===== src/rtl/div_seq_ctrl_pkg.sv =====
// Shared definitions for the iterative DIV/DIVU sequencer: state encodings,
// default widths and the SPECIAL-opcode funct codes that select the divider.
package div_seq_ctrl_pkg;

    localparam int DIV_W_DEF = 32;
    localparam int CNT_W_DEF = 6;

    localparam logic [5:0] FUNCT_DIV  = 6'b011010;
    localparam logic [5:0] FUNCT_DIVU = 6'b011011;

    typedef enum logic [1:0] {
        DIV_IDLE  = 2'd0,
        DIV_DZERO = 2'd1,
        DIV_BUSY  = 2'd2,
        DIV_DONE  = 2'd3
    } div_state_e;

endpackage


===== src/rtl/div_seq_ctrl_datapath.sv =====
// Restoring-division datapath: operand latch with absolute value, one
// shift/compare/subtract step per cycle, and sign fix-up of the result.
module div_seq_ctrl_datapath
    import div_seq_ctrl_pkg::*;
#(
    parameter int DIV_W = DIV_W_DEF
) (
    input  logic               clk,
    input  logic               resetn,
    input  logic               load_i,
    input  logic               signed_i,
    input  logic [DIV_W-1:0]   opdata1_i,
    input  logic [DIV_W-1:0]   opdata2_i,
    input  logic               dzero_i,
    input  logic               step_i,
    input  logic               commit_i,
    output logic [2*DIV_W-1:0] result_o
);

    logic [DIV_W-1:0]   rem_q, rem_d;
    logic [DIV_W-1:0]   quo_q, quo_d;
    logic [DIV_W-1:0]   dvs_q, dvs_d;
    logic               qneg_q, qneg_d;
    logic               rneg_q, rneg_d;
    logic [2*DIV_W-1:0] result_q, result_d;

    logic               sign1, sign2;
    logic [DIV_W-1:0]   dvd_abs, dvs_abs;
    logic [DIV_W:0]     rem_sh, diff;
    logic [DIV_W-1:0]   rem_fix, quo_fix;

    always_comb begin
        sign1   = signed_i & opdata1_i[DIV_W-1];
        sign2   = signed_i & opdata2_i[DIV_W-1];
        dvd_abs = sign1 ? -opdata1_i : opdata1_i;
        dvs_abs = sign2 ? -opdata2_i : opdata2_i;
        // Borrow out of the (DIV_W+1)-bit subtract means rem < divisor.
        rem_sh  = {rem_q, quo_q[DIV_W-1]};
        diff    = rem_sh - {1'b0, dvs_q};
        rem_fix = rneg_q ? -rem_q : rem_q;
        quo_fix = qneg_q ? -quo_q : quo_q;
    end

    always_comb begin
        rem_d    = rem_q;
        quo_d    = quo_q;
        dvs_d    = dvs_q;
        qneg_d   = qneg_q;
        rneg_d   = rneg_q;
        result_d = result_q;
        if (load_i) begin
            rem_d  = '0;
            quo_d  = dvd_abs;
            dvs_d  = dvs_abs;
            qneg_d = sign1 ^ sign2;
            rneg_d = sign1;
        end else if (dzero_i) begin
            rem_d = quo_q;
            quo_d = '1;
        end else if (step_i) begin
            if (!diff[DIV_W]) begin
                rem_d = diff[DIV_W-1:0];
                quo_d = {quo_q[DIV_W-2:0], 1'b1};
            end else begin
                rem_d = rem_sh[DIV_W-1:0];
                quo_d = {quo_q[DIV_W-2:0], 1'b0};
            end
        end
        if (commit_i) begin
            result_d = {rem_fix, quo_fix};
        end
    end

    always_ff @(posedge clk) begin
        if (!resetn) begin
            rem_q    <= '0;
            quo_q    <= '0;
            dvs_q    <= '0;
            qneg_q   <= 1'b0;
            rneg_q   <= 1'b0;
            result_q <= '0;
        end else begin
            rem_q    <= rem_d;
            quo_q    <= quo_d;
            dvs_q    <= dvs_d;
            qneg_q   <= qneg_d;
            rneg_q   <= rneg_d;
            result_q <= result_d;
        end
    end

    // The fixed-up result is visible in the DONE cycle itself, then held.
    assign result_o = commit_i ? {rem_fix, quo_fix} : result_q;

endmodule


===== src/rtl/div_seq_ctrl.sv =====
// DIV/DIVU sequencing FSM: stall, step counter and ready pulse.
// Define DIV_ZERO_FAST_EN to short-cut a zero divisor through DIV_DZERO.
module div_seq_ctrl
    import div_seq_ctrl_pkg::*;
#(
    parameter int DIV_W = DIV_W_DEF,
    parameter int CNT_W = CNT_W_DEF
) (
    input  logic               clk,
    input  logic               resetn,
    input  logic               start_i,
    input  logic               signed_i,
    input  logic [DIV_W-1:0]   opdata1_i,
    input  logic [DIV_W-1:0]   opdata2_i,
    input  logic               annul_i,
    output logic [2*DIV_W-1:0] result_o,
    output logic               ready_o,
    output logic               stall_o
);

    div_state_e       state_q, state_d;
    logic [CNT_W-1:0] cnt_q, cnt_d;
    logic             load, step, dzero;
    logic             zero_dvs;

`ifdef DIV_ZERO_FAST_EN
    assign zero_dvs = (opdata2_i == '0);
`else
    assign zero_dvs = 1'b0;
`endif

    always_comb begin
        state_d = state_q;
        cnt_d   = cnt_q;
        load    = 1'b0;
        step    = 1'b0;
        dzero   = 1'b0;
        ready_o = 1'b0;
        if (annul_i) begin
            state_d = DIV_IDLE;
            cnt_d   = '0;
        end else begin
            unique case (state_q)
                DIV_IDLE: begin
                    if (start_i) begin
                        load    = 1'b1;
                        cnt_d   = '0;
                        state_d = zero_dvs ? DIV_DZERO : DIV_BUSY;
                    end
                end
                DIV_DZERO: begin
                    dzero   = 1'b1;
                    state_d = DIV_DONE;
                end
                DIV_BUSY: begin
                    step  = 1'b1;
                    cnt_d = cnt_q + 1'b1;
                    if (cnt_q == CNT_W'(DIV_W - 1)) begin
                        state_d = DIV_DONE;
                    end
                end
                DIV_DONE: begin
                    ready_o = 1'b1;
                    state_d = DIV_IDLE;
                end
                default: state_d = DIV_IDLE;
            endcase
        end
    end

    assign stall_o = start_i & (state_q != DIV_DONE) & ~annul_i;

    always_ff @(posedge clk) begin
        if (!resetn) begin
            state_q <= DIV_IDLE;
            cnt_q   <= '0;
        end else begin
            state_q <= state_d;
            cnt_q   <= cnt_d;
        end
    end

    div_seq_ctrl_datapath #(
        .DIV_W(DIV_W)
    ) u_dp (
        .clk      (clk),
        .resetn   (resetn),
        .load_i   (load),
        .signed_i (signed_i),
        .opdata1_i(opdata1_i),
        .opdata2_i(opdata2_i),
        .dzero_i  (dzero),
        .step_i   (step),
        .commit_i (ready_o),
        .result_o (result_o)
    );

endmodule


===== config.mk =====
export PLATFORM = sky130hd
export DESIGN_NAME = div_seq_ctrl
export DESIGN_NICKNAME = d
export VERILOG_FILES = /design/src/rtl/div_seq_ctrl_pkg.sv /design/src/rtl/div_seq_ctrl_datapath.sv /design/src/rtl/div_seq_ctrl.sv
export SDC_FILE = /design/constraint.sdc
export NUM_CORES = 1
export LEC_CHECK = 0
export ABC_AREA = 1
export ABC_CLOCK_PERIOD_IN_PS = 2600
export CELL_PAD_IN_SITES_DETAIL_PLACEMENT = 1
export CELL_PAD_IN_SITES_GLOBAL_PLACEMENT = 2
export CORE_MARGIN = 2
export CORE_UTILIZATION = 32
export CTS_BUF_LIST = sky130_fd_sc_hd__clkbuf_8
export DETAILED_ROUTE_END_ITERATION = 16
export PLACE_DENSITY_LB_ADDON = 0.12
export SLEW_MARGIN = 15
export SYNTH_ARGS = -nofsm -noshare
export SYNTH_HDL_FRONTEND = slang
export SYNTH_SLANG_ARGS = --single-unit
export TNS_END_PERCENT = 50

===== constraint.sdc =====
create_clock -name clk -period 2.6 [get_ports clk]
set_input_delay 0.39 -clock clk [delete_from_list [all_inputs] [get_ports clk]]
set_output_delay 0.39 -clock clk [all_outputs]
set_load 0.01 [all_outputs]

==> results.toml <==
[die]
io_pins = 135
dieWidth_um = 208
core_sq_um = 41000
start_util = 0.326
die_area_sq_um = 43400
die_y_um = 208
rows = 74

[logic_synthesis]
synth_nets = 2355
synth_seq_cells = 170
synth-edff-count = 0
syn_area_sq_um = 13400
synth.area.top_cells = "dfxtp_1 25%, nand2_1 19%, inv_1 8.6%, nand3_1 7.1%, a21oi_1 7.0%"
ys_types = 50
seq_area_frac_synth = 0.255
synth-async-reset-ratio = 0
syn-instance-count = 2243
synth_ff_type = "dfxtp_1"
synth_top_area_share = 0.255
syn_area_per_cell_sq_um = 5.96
synth_warnings = 0
yosysTopAreaCell = "dfxtp_1"

[detailed_routing]
vias = 16400
first_pass_iters = 5
drc_errors = 0
wl_per_cell_um = 19.3
drt.antenna.violating_nets = 0
viasPerCell = 5.12
drtIter0Drc = 875
wl_um = 61500

[cts]
cts_max_level = 4
max-clock-path-buffers = 2
numCtsBuffers = 17
clk_latency_ps = 520
hold_buffers = 0
cts_tree = "done"
root_buffer = "clkbuf_8"
cts.sinks = 170
clk_pin_slew_ps = 90

[sta]
skew_ps = 32.2
slew_violations = 0
setup_viol = 44
relSlewSlack = 0.664
tightest_slew_ps = 504
hold_viol = 0
finalCritPeriodShare = 1.08
finalCriticalPeriod_ps = 2810
rsz0062_at_grt = "true"
fmax_mhz = 356
setup_ws_ps = -207

[power]
p_leak_nw = 9.57
power_mw = 9.66
peakVddDrop_mv = 0.343
pwr_density_cell_nw_per_um2 = 499

[setup_path]
crit_end = "result_o[49]"
critPathBufInv = 5
crit_arrival_ps = 2420
rrSetupSlack_ps = -200
path_common_cell = "nand2_2"
crit_cells = 14
cp-startpoint = "u_dp.rem_q[1]"
criticalPathCategory = "reg2out"
path_delay_family = "simple AND/OR/NAND/NOR gates"
cp_data_required_time_ps = 2210
worstPathMaxFanout = 4
slowest_stage = "dfxtp_2"
worstRegToRegCells = 21
endpoint_kind = "output port"
worstSetupStartpointType = "register"
r2r_end = "u_dp.result_q[31]"
reg2reg_from = "u_dp.quo_q[0]"
cp_slowest_stage_delay_ps = 330
path_cells = "inv_2 > buf_6 > nand4_1 > nor3_2 > buf_4 > nand2_4 > nor2_4 > nand2_1 > nand2_2 > xor2_4 > nand2_2 > nand2_2 > inv_1 > buf_2"

[global_route]
grt_pass1_wl_um = 93100
overflow = 0
use_met1 = 0.366
grt_max_degree = 76
grt_pass1_vias = 16700
grtUsageMet2 = 0.474
grt_util_met3 = 0.0270
antenna_found_initial = 0
grt_usage = 0.275
grt.busiest_layer = "met2"

[layout]
drive_gt1_frac = 0.295
multi_input_area_sq_um = 9650
antenna_cells = 0
nNetsFinal = 2765
fillers = 5455
area.sequential_sq_um = 3470
fin_area_sq_um = 19400
area_growth_pct = 44.9

[run_status]
status = "complete, but fails checks"
violations = "setup timing"

[worst_hold_path]
hold_path.class = "reg2reg"

[job]
max-cap-violations = 0

[placed_design]
gp_congestion = 0.917
hpwl_um = 48000
placed_area_sq_um = 17100
port_buffers = 134
[through the flow]
stage	setup TNS [ps]	hold WS (ps)	util	setup WS (ps)	std cells
3_3_place_gp	-2250	443	0.416	-206	3085
3_5_place_dp	-3830	455	0.416	-276	3085
2_1_floorplan	0	422	-	323	2243
6_report	-4200	474	0.472	-207	3197
4_1_cts	-5670	480	0.451	-240	3181
5_1_grt	-11420	508	0.472	-342	3197
[metal layers]
metal	part of all wire	wire (um)
met1	0.45	27900
met2	0.49	29900
met3	0.039	2390
met4	0.021	1320
met5	0	0
[cell families (layout without fill, tap and decap cells)]
kind of cell             Yosys count  after routing  share of synthesized area
adder cells (fa/ha/maj)           43             43                     0.0408
XOR/XNOR                          66             66                     0.0433
buffers and inverters            395            816                      0.114
flip-flops                       170            170                      0.255
AND/OR/NAND/NOR                 1181           1182                      0.385
AO/OA/AOI/OAI                    388            388                      0.162
[synthesized netlist by cell type (19+ instances only)]
| cell type | number |
|---|---|
| nand2_1 | 661 |
| clkbuf_1 | 62 |
| o21ai_0 | 117 |
| o22ai_1 | 19 |
| nor2_1 | 174 |
| ha_1 | 42 |
| inv_1 | 306 |
| nand2_2 | 25 |
| xor2_1 | 54 |
| nor3_1 | 38 |
| nand3_1 | 190 |
| nand4_1 | 23 |
| or2_2 | 19 |
| dfxtp_1 | 170 |
| a21oi_1 | 188 |
[registers in the layout, indices dropped and copies added, names as in the netlist]
name and cells:
u_dp.qneg_q 1, u_dp.quo_q 32, cnt_q 6, u_dp.rem_q 32, u_dp.result_q 64, u_dp.rneg_q 1
u_dp.dvs_q 32, state_q 2
[cells in the final DEF (no fill, tap or decap), drive strengths merged, types with 4 or more instances in the layout]
cell type	count
xnor2	12
buf	383
clkbuf	21
clkinv	5
nor2	178
ha	42
o211ai	4
nor3	40
o21ai	121
a221oi	13
o31ai	6
a31oi	9
and2	7
clkdlybuf4s50	70
nand4	23
nand2	696
nor4	5
a21oi	202
o21bai	8
dfxtp	170
xor2	54
nand3	202
nand3b	7
o22ai	19
dlygate4sd2	8
or2	20
inv	321
[worst min path at each step]
| stage | to | depth (start not counted) | start | slack (ps) |
|---|---|---|---|---|
| 6_report | cnt_q[4] | 2 | cnt_q[4] | 470 |
| 4_1_cts | u_dp.dvs_q[27] | 2 | u_dp.dvs_q[27] | 480 |
| 3_5_place_dp | u_dp.dvs_q[27] | 2 | u_dp.dvs_q[27] | 450 |
| 3_3_place_gp | u_dp.dvs_q[20] | 2 | u_dp.dvs_q[20] | 440 |
| 5_1_grt | u_dp.result_q[14] | 2 | u_dp.result_q[14] | 510 |
| 2_1_floorplan | u_dp.dvs_q[20] | 2 | u_dp.dvs_q[20] | 420 |
[report_power, final]
| group | leakage, nW | total (mW) | internal [mW] | switching [mW] |
|---|---|---|---|---|
| Sequential | 1.40 | 2.84 | 2.72 | 0.121 |
| Combinational | 7.97 | 4.91 | 1.90 | 3.01 |
| Clock | 0.195 | 1.91 | 0.813 | 1.09 |
| Total | 9.57 | 9.66 | 5.43 | 4.22 |
[repair_timing]
item	4_1_cts	5_1_grt
setup buffers	66	25
endpoints found under the hold margin	0	0
gates cloned	1	1
pin swaps	73	93
setup endpoints to repair	66	97
gates resized for setup	408	229
[worst register-to-register path: cells and delay by family (launching register included)]
| kind | cells | cell delay [ps] |
|---|---|---|
| AO/OA/AOI/OAI | 1 | 130 |
| XOR/XNOR | 1 | 150 |
| AND/OR/NAND/NOR | 9 | 900 |
| buffers and inverters | 10 | 1210 |
| flip-flops | 1 | 350 |
[layout make-up]
type / count / share of cell area
inverters: 316 / 0.0619
multi-input cells: 1679 / 0.498
flip-flops and latches: 170 / 0.179
clock inverters: 12 / 0.00582
repair buffers: 469 / 0.207
clock buffers: 19 / 0.0135
well taps: 532 / 0.0344
Note: power is estimated with default switching activity, not from simulation.
